## src/rtl/minirv_pkg.sv

```systemverilog
// Shared types for the load/store unit: memory op encoding, LSU FSM states,
// lane/strobe geometry and small op-classification helpers.
package minirv_pkg;

    localparam int unsigned XLEN   = 32;
    localparam int unsigned LANE_W = 8;
    localparam int unsigned NLANES = XLEN / LANE_W;

    typedef enum logic [2:0] {
        LB  = 3'd0,
        LH  = 3'd1,
        LW  = 3'd2,
        LBU = 3'd3,
        LHU = 3'd4,
        SB  = 3'd5,
        SH  = 3'd6,
        SW  = 3'd7
    } mem_op_t;

    typedef enum logic [1:0] {
        IDLE = 2'd0,
        REQ  = 2'd1,
        WAIT = 2'd2,
        WB   = 2'd3
    } lsu_state_t;

    function automatic logic is_store(input mem_op_t op);
        return (op == SB) || (op == SH) || (op == SW);
    endfunction

    function automatic logic misaligned(input mem_op_t op, input logic [1:0] off);
        logic bad;
        bad = 1'b0;
        case (op)
            LH, LHU, SH: bad = off[0];
            LW, SW:      bad = (off != 2'b00);
            default:     bad = 1'b0;
        endcase
        return bad;
    endfunction

endpackage

```

## src/rtl/lsu_wb_if.sv

```systemverilog
// Request, memory and register-file writeback signals of the load/store unit.
// master = LSU side, slave = surrounding core/memory side.
interface lsu_wb_if #(
    parameter int unsigned NREGS = 16
);
    localparam int unsigned RW = $clog2(NREGS);

    logic                  req_valid;
    logic                  req_ready;
    minirv_pkg::mem_op_t   req_op;
    logic [31:0]           req_addr;
    logic [31:0]           req_wdata;
    logic [RW-1:0]         req_rd;

    logic                  mem_req;
    logic                  mem_we;
    logic [31:0]           mem_addr;
    logic [3:0]            mem_wstrb;
    logic [31:0]           mem_wdata;
    logic                  mem_gnt;
    logic                  mem_rvalid;
    logic [31:0]           mem_rdata;

    logic                  rf_we;
    logic [RW-1:0]         rf_rd;
    logic [31:0]           rf_wdata;

    logic                  busy;
    logic                  err;

    modport master (
        input  req_valid, req_op, req_addr, req_wdata, req_rd,
        input  mem_gnt, mem_rvalid, mem_rdata,
        output req_ready,
        output mem_req, mem_we, mem_addr, mem_wstrb, mem_wdata,
        output rf_we, rf_rd, rf_wdata, busy, err
    );

    modport slave (
        output req_valid, req_op, req_addr, req_wdata, req_rd,
        output mem_gnt, mem_rvalid, mem_rdata,
        input  req_ready,
        input  mem_req, mem_we, mem_addr, mem_wstrb, mem_wdata,
        input  rf_we, rf_rd, rf_wdata, busy, err
    );

endinterface

```

## src/rtl/lsu_align.sv

```systemverilog
// Combinational lane logic: store strobe/data replication for the incoming op
// and sign/zero-extended load extraction for the captured op.
module lsu_align
    import minirv_pkg::*;
(
    input  mem_op_t           st_op,
    input  logic [1:0]        st_off,
    input  logic [XLEN-1:0]   st_wdata,
    output logic [NLANES-1:0] wstrb,
    output logic [XLEN-1:0]   wdata,

    input  mem_op_t           ld_op,
    input  logic [1:0]        ld_off,
    input  logic [XLEN-1:0]   rdata,
    output logic [XLEN-1:0]   ldata
);

    logic [7:0]  ld_byte;
    logic [15:0] ld_half;

    always_comb begin
        wstrb = '0;
        wdata = st_wdata;
        case (st_op)
            SB: begin
                wstrb = 4'b0001 << st_off;
                wdata = {4{st_wdata[7:0]}};
            end
            SH: begin
                wstrb = 4'b0011 << {st_off[1], 1'b0};
                wdata = {2{st_wdata[15:0]}};
            end
            SW:      wstrb = '1;
            default: wstrb = '0;
        endcase
    end

    always_comb begin
        ld_byte = 8'(rdata >> {ld_off, 3'b000});
        ld_half = 16'(rdata >> {ld_off[1], 4'b0000});
        case (ld_op)
            LB:      ldata = {{(XLEN-8){ld_byte[7]}}, ld_byte};
            LBU:     ldata = {{(XLEN-8){1'b0}}, ld_byte};
            LH:      ldata = {{(XLEN-16){ld_half[15]}}, ld_half};
            LHU:     ldata = {{(XLEN-16){1'b0}}, ld_half};
            default: ldata = rdata;
        endcase
    end

endmodule

```

## src/rtl/lsu_wb.sv

```systemverilog
// Single-outstanding load/store unit with register-file writeback and WAIT timeout.
// Optional LSU_MISALIGN_TRAP_EN: reject misaligned half/word ops with an err pulse.
module lsu_wb
    import minirv_pkg::*;
#(
    parameter int unsigned NREGS          = 16,
    parameter int unsigned TIMEOUT_CYCLES = 255
)(
    input  logic     clk,
    input  logic     rst,
    lsu_wb_if.master bus
);

    localparam int unsigned RW      = $clog2(NREGS);
    localparam logic [7:0]  TO_LAST = 8'(TIMEOUT_CYCLES - 1);

    lsu_state_t       state;
    mem_op_t          op_q;
    logic [1:0]       off_q;
    logic [RW-1:0]    rd_q;
    logic [7:0]       wait_cnt;

    logic             accept;
    logic             bad_align;
    logic [3:0]       st_wstrb;
    logic [31:0]      st_wdata;
    logic [31:0]      ld_data;

    lsu_align u_align (
        .st_op    (bus.req_op),
        .st_off   (bus.req_addr[1:0]),
        .st_wdata (bus.req_wdata),
        .wstrb    (st_wstrb),
        .wdata    (st_wdata),
        .ld_op    (op_q),
        .ld_off   (off_q),
        .rdata    (bus.mem_rdata),
        .ldata    (ld_data)
    );

    assign bus.req_ready = (state == IDLE) && !rst;
    assign bus.busy      = (state != IDLE);
    assign accept        = bus.req_valid && bus.req_ready;

`ifdef LSU_MISALIGN_TRAP_EN
    assign bad_align = misaligned(bus.req_op, bus.req_addr[1:0]);
`else
    assign bad_align = 1'b0;
`endif

    always_ff @(posedge clk or posedge rst) begin
        if (rst) begin
            state         <= IDLE;
            op_q          <= LB;
            off_q         <= '0;
            rd_q          <= '0;
            wait_cnt      <= '0;
            bus.mem_req   <= 1'b0;
            bus.mem_we    <= 1'b0;
            bus.mem_addr  <= '0;
            bus.mem_wstrb <= '0;
            bus.mem_wdata <= '0;
            bus.rf_we     <= 1'b0;
            bus.rf_rd     <= '0;
            bus.rf_wdata  <= '0;
            bus.err       <= 1'b0;
        end else begin
            bus.err   <= 1'b0;
            bus.rf_we <= 1'b0;
            case (state)
                IDLE: begin
                    if (accept) begin
                        if (bad_align) begin
                            bus.err <= 1'b1;
                        end else begin
                            op_q          <= bus.req_op;
                            off_q         <= bus.req_addr[1:0];
                            rd_q          <= bus.req_rd;
                            bus.mem_req   <= 1'b1;
                            bus.mem_we    <= is_store(bus.req_op);
                            bus.mem_addr  <= {bus.req_addr[31:2], 2'b00};
                            bus.mem_wstrb <= st_wstrb;
                            bus.mem_wdata <= st_wdata;
                            state         <= REQ;
                        end
                    end
                end
                REQ: begin
                    if (bus.mem_gnt) begin
                        bus.mem_req <= 1'b0;
                        if (is_store(op_q)) begin
                            state <= IDLE;
                        end else begin
                            wait_cnt <= '0;
                            state    <= WAIT;
                        end
                    end
                end
                WAIT: begin
                    // rvalid is tested first so it wins over a coincident timeout
                    if (bus.mem_rvalid) begin
                        bus.rf_wdata <= ld_data;
                        bus.rf_rd    <= rd_q;
                        bus.rf_we    <= (rd_q != '0);
                        state        <= WB;
                    end else if (wait_cnt == TO_LAST) begin
                        bus.err <= 1'b1;
                        state   <= IDLE;
                    end else begin
                        wait_cnt <= wait_cnt + 8'd1;
                    end
                end
                WB: state <= IDLE;
                default: state <= IDLE;
            endcase
        end
    end

endmodule

```

## src/flat_wrapper.sv

```systemverilog
// flat-port wrapper written by rule: the top's interface ports become plain ports
module lsu_wb_flat import minirv_pkg::*;
#(
    parameter int unsigned NREGS          = 16,
    parameter int unsigned TIMEOUT_CYCLES = 255
)
  (clk, rst, bus_req_valid, bus_req_op, bus_req_addr, bus_req_wdata, bus_req_rd, bus_mem_gnt, bus_mem_rvalid, bus_mem_rdata, bus_req_ready, bus_mem_req, bus_mem_we, bus_mem_addr, bus_mem_wstrb, bus_mem_wdata, bus_rf_we, bus_rf_rd, bus_rf_wdata, bus_busy, bus_err);
  lsu_wb_if #(.NREGS(NREGS)) bus_i ();
  input  logic clk;
  input  logic rst;
  input wire logic [$bits(bus_i.req_valid)-1:0] bus_req_valid;
  input wire logic [$bits(bus_i.req_op)-1:0] bus_req_op;
  input wire logic [$bits(bus_i.req_addr)-1:0] bus_req_addr;
  input wire logic [$bits(bus_i.req_wdata)-1:0] bus_req_wdata;
  input wire logic [$bits(bus_i.req_rd)-1:0] bus_req_rd;
  input wire logic [$bits(bus_i.mem_gnt)-1:0] bus_mem_gnt;
  input wire logic [$bits(bus_i.mem_rvalid)-1:0] bus_mem_rvalid;
  input wire logic [$bits(bus_i.mem_rdata)-1:0] bus_mem_rdata;
  output wire logic [$bits(bus_i.req_ready)-1:0] bus_req_ready;
  output wire logic [$bits(bus_i.mem_req)-1:0] bus_mem_req;
  output wire logic [$bits(bus_i.mem_we)-1:0] bus_mem_we;
  output wire logic [$bits(bus_i.mem_addr)-1:0] bus_mem_addr;
  output wire logic [$bits(bus_i.mem_wstrb)-1:0] bus_mem_wstrb;
  output wire logic [$bits(bus_i.mem_wdata)-1:0] bus_mem_wdata;
  output wire logic [$bits(bus_i.rf_we)-1:0] bus_rf_we;
  output wire logic [$bits(bus_i.rf_rd)-1:0] bus_rf_rd;
  output wire logic [$bits(bus_i.rf_wdata)-1:0] bus_rf_wdata;
  output wire logic [$bits(bus_i.busy)-1:0] bus_busy;
  output wire logic [$bits(bus_i.err)-1:0] bus_err;
  assign bus_i.req_valid = bus_req_valid;
  assign bus_i.req_op = bus_req_op;
  assign bus_i.req_addr = bus_req_addr;
  assign bus_i.req_wdata = bus_req_wdata;
  assign bus_i.req_rd = bus_req_rd;
  assign bus_i.mem_gnt = bus_mem_gnt;
  assign bus_i.mem_rvalid = bus_mem_rvalid;
  assign bus_i.mem_rdata = bus_mem_rdata;
  assign bus_req_ready = bus_i.req_ready;
  assign bus_mem_req = bus_i.mem_req;
  assign bus_mem_we = bus_i.mem_we;
  assign bus_mem_addr = bus_i.mem_addr;
  assign bus_mem_wstrb = bus_i.mem_wstrb;
  assign bus_mem_wdata = bus_i.mem_wdata;
  assign bus_rf_we = bus_i.rf_we;
  assign bus_rf_rd = bus_i.rf_rd;
  assign bus_rf_wdata = bus_i.rf_wdata;
  assign bus_busy = bus_i.busy;
  assign bus_err = bus_i.err;
  lsu_wb #(.NREGS(NREGS), .TIMEOUT_CYCLES(TIMEOUT_CYCLES)) u_core (.clk(clk), .rst(rst), .bus(bus_i));
endmodule
```

## config.mk

```make
export PLATFORM = sky130hd
export DESIGN_NAME = lsu_wb_flat
export DESIGN_NICKNAME = d
export VERILOG_FILES = /design/src/rtl/minirv_pkg.sv /design/src/rtl/lsu_wb_if.sv /design/src/rtl/lsu_align.sv /design/src/rtl/lsu_wb.sv /design/src/flat_wrapper.sv
export SDC_FILE = /design/constraint.sdc
export NUM_CORES = 1
export LEC_CHECK = 0
export BUFFER_PORTS_ARGS = -buffer_cell sky130_fd_sc_hd__buf_2
export CAP_MARGIN = 20
export CORE_MARGIN = 4
export CORE_UTILIZATION = 47
export CTS_BUF_LIST = sky130_fd_sc_hd__clkbuf_4 sky130_fd_sc_hd__clkbuf_8
export DETAILED_ROUTE_END_ITERATION = 10
export PLACE_DENSITY_LB_ADDON = 0.08
export SLEW_MARGIN = 20
export SYNTH_ARGS = -nofsm -noshare
export SYNTH_HDL_FRONTEND = slang
export SYNTH_SLANG_ARGS = --single-unit
```

## constraint.sdc

```tcl
create_clock -name clk -period 3.24 [get_ports clk]
set_input_delay 0.162 -clock clk [delete_from_list [all_inputs] [get_ports clk]]
set_output_delay 0.162 -clock clk [all_outputs]
set_load 0.03 [all_outputs]
```

==> results.ini <==
[outcome]
status=finished, final reports clean

[place]
dpl-instance-area_um2=7320
post-dp-hpwl_mm=12.7
port_buffers=215
gp_congestion=0.901

[routing]
drc=0
drtAntennaViolNets=0
routed_wl_mm=19.3
wl_per_cell_um=16.5
dr.first_iter.drc_count=598
via_per_inst=5.33
via_count=6223
drt_pass1_iterations=5

[synthesis]
ys_ff_latch=125
avgSynthCellArea_um2=8.65
synthFlopType=dfrtp_1
synth_top_cells_by_area=dfrtp_1 (50%), nand2_1 (13%), mux2i_1 (2.7%)
yosysTopAreaCellShare=0.504
ys_warn_count=0
synth_top_cell_by_area=dfrtp_1
synth_edf_count=0
yosysSeqAreaShare=0.504
ys_async_sr_fraction=1.00
synth.cell_area_um2=6210
synthCells=718
ys_types=58

[die]
die_w_um=123
die_h_um=123
start_util=0.486
num_io_pins=218
core_area_um2=12800
die_area_um2=15100
rows=41

[sta]
setup_viol=0
max_freq_mhz=434
slew_headroom=0.463
whs_ns=0.0226
maxSlewViolCount=0
hold_viol=0
fin_crit_ns=2.31
tns_ns=0
rsz0062_at_grt=no
tightest_slew_ns=0.803
finClkSkew_ns=0.0106
min_period_over_period=0.712

[setup_path]
critPathKind=flip-flop to flip-flop
start_kind=flip-flop
timing.critical_path.slowest_stage_cell=dfrtp_1
cp_max_fo=24
end_kind=flip-flop
path_cells=xnor2_1, o21ai_1, nor2_2, o311a_1, o41ai_2
arrival_ns=2.65
cp.required_ns=3.58
slowest_delay_ns=0.81

[final_layout]
final_net_count=1091
final_area_um2=8450
nFillCells=1039
synthToLayoutAreaGrowth_pct=36.0
final_cell_mix=nand2_1 (215), buf_2 (215), dfrtp_1 (125), dlygate4sd3_1 (73), nor2_1 (45)
drive_gt1_frac=0.280

[clock_network]
post_cts_buffers=0
numClockSinks=125
numCtsBuffers=17
clk_pin_slew_ns=0.07
root_buffer=clkbuf_8
htreeDepth=4
cts_tree=done
cts_buffer_depth=2
clk_latency_ns=0.45

[global_route]
grt_util_all_layers=0.261
grt-ovfl-total=0
grt_pass1_wl_mm=30.6
grt_pass1_vias=6213
antenna_found_initial=1
grt_max_degree=110

[pwr]
p_per_area_nw_per_um2=969
ir_worst_vdd_v=0.000554
leakage_nw=4.26

[hold_path]
holdCritPathClass=primary input to flip-flop

[flow_run]
max-cap-violations=0

path summary, 6_finish.rpt:
check                      slack (ns)                    start  cells past startpoint                       end
max reg2reg                      0.93           u_core.op_q[2]                      5    u_core.bus.rf_wdata[1]
max                              0.93           u_core.op_q[2]                      5    u_core.bus.rf_wdata[1]
min in group asynchronous        0.36                      rst                      3        u_core.wait_cnt[1]
min                              0.02        bus_req_wdata[18]                      3  u_core.bus.mem_wdata[18]
max in group asynchronous        1.97                      rst                      4   u_core.bus.rf_wdata[30]
min reg2reg                      0.47  u_core.bus.mem_addr[10]                      2   u_core.bus.mem_addr[10]
state kept, by name, summed over array words and instances (netlist names):
signal and flops:
u_core.bus.mem_wdata 32, u_core.bus.mem_we 1, u_core.wait_cnt 8, u_core.bus.err 1
u_core.rd_q 4, u_core.bus.mem_req 1, u_core.state 2, u_core.bus.mem_addr 30
u_core.off_q 2, u_core.bus.rf_wdata 32, u_core.op_q 3, u_core.bus.rf_rd 4
u_core.bus.mem_wstrb 4, u_core.bus.rf_we 1
cells by family (layout without fill, tap and decap cells):
kind of cell,count (synthesis),in the layout,share of synthesized area
buffers and inverters,62,336,0.0457
AND/OR/NAND/NOR,320,320,0.218
flip-flops,125,125,0.504
other,1,5,0.000604
multiplexers,17,17,0.0274
AO/OA/AOI/OAI,185,185,0.192
XOR/XNOR,6,6,0.00846
adder cells (fa/ha/maj),2,2,0.00403
worst max-delay path, delay by kind of cell (launching register included):
kind | cells | cell delay [ns]
XOR/XNOR | 1 | 0.22
AND/OR/NAND/NOR | 1 | 0.08
flip-flops | 1 | 0.81
AO/OA/AOI/OAI | 3 | 1.09
final cells by class:
cell class | count | area (µm²) | area share
sequential | 125 | 3130 | 0.370
multi-input combinational | 532 | 2820 | 0.334
timing repair buffer | 292 | 1850 | 0.219
clock buffer | 22 | 290 | 0.0344
tap | 172 | 215 | 0.0255
clock inverter | 9 | 87.6 | 0.0104
inverter | 13 | 52.6 | 0.00622
antenna | 3 | 7.51 | 0.000889
where the power goes:
part | switching, mW | total [mW] | internal (mW)
Sequential | 0.499 | 2.76 | 2.26
Combinational | 2.86 | 4.12 | 1.27
Clock | 0.622 | 1.30 | 0.679
Yosys cell counts, drive strengths merged (2+ instances only):
cell       n
o2bb2ai    7
nand3      7
o21ai     65
o31a       2
mux2i     17
a221oi     6
inv       13
o311ai     5
ha         2
nor2      46
a31oi      9
a21oi     43
o22ai     22
nor2b      6
buf       18
nand2b    17
a22oi      7
o31ai      6
o221ai     3
nor3       3
dfrtp    125
nand2    217
and2       4
xor2       5
or3        2
nand4      2
a21o       3
or2        9
o21a       2
clkbuf    31
layer usage:
layer / GRT usage / wire length, µm / up-vias
met1: 0.324 / 7590 / 2927
met2: 0.411 / 9370 / 276
li1: - / - / 2965
met4: 0.125 / 650 / 0
met3: 0.0887 / 1650 / 55
met5: 0 / 0 / -
what timing repair did:
item | 4_1_cts | 5_1_grt
hold buffers | 73 | 0
gates resized for setup | 0 | 0
endpoints found under the hold margin | 99 | 0
stage by stage:
step                      setup slack [ns]  power (mW)  utilization  std cells
after floorplan                       1.01        5.64            -        719
after global placement                1.12        6.70        0.573       1061
after detailed placement             0.969        6.79        0.573       1061
after CTS                            0.954        8.19        0.660       1165
after global routing                 0.727        8.74        0.661       1166
final                                0.933        8.19        0.661       1168
Note: power is estimated with default switching activity, not from simulation.
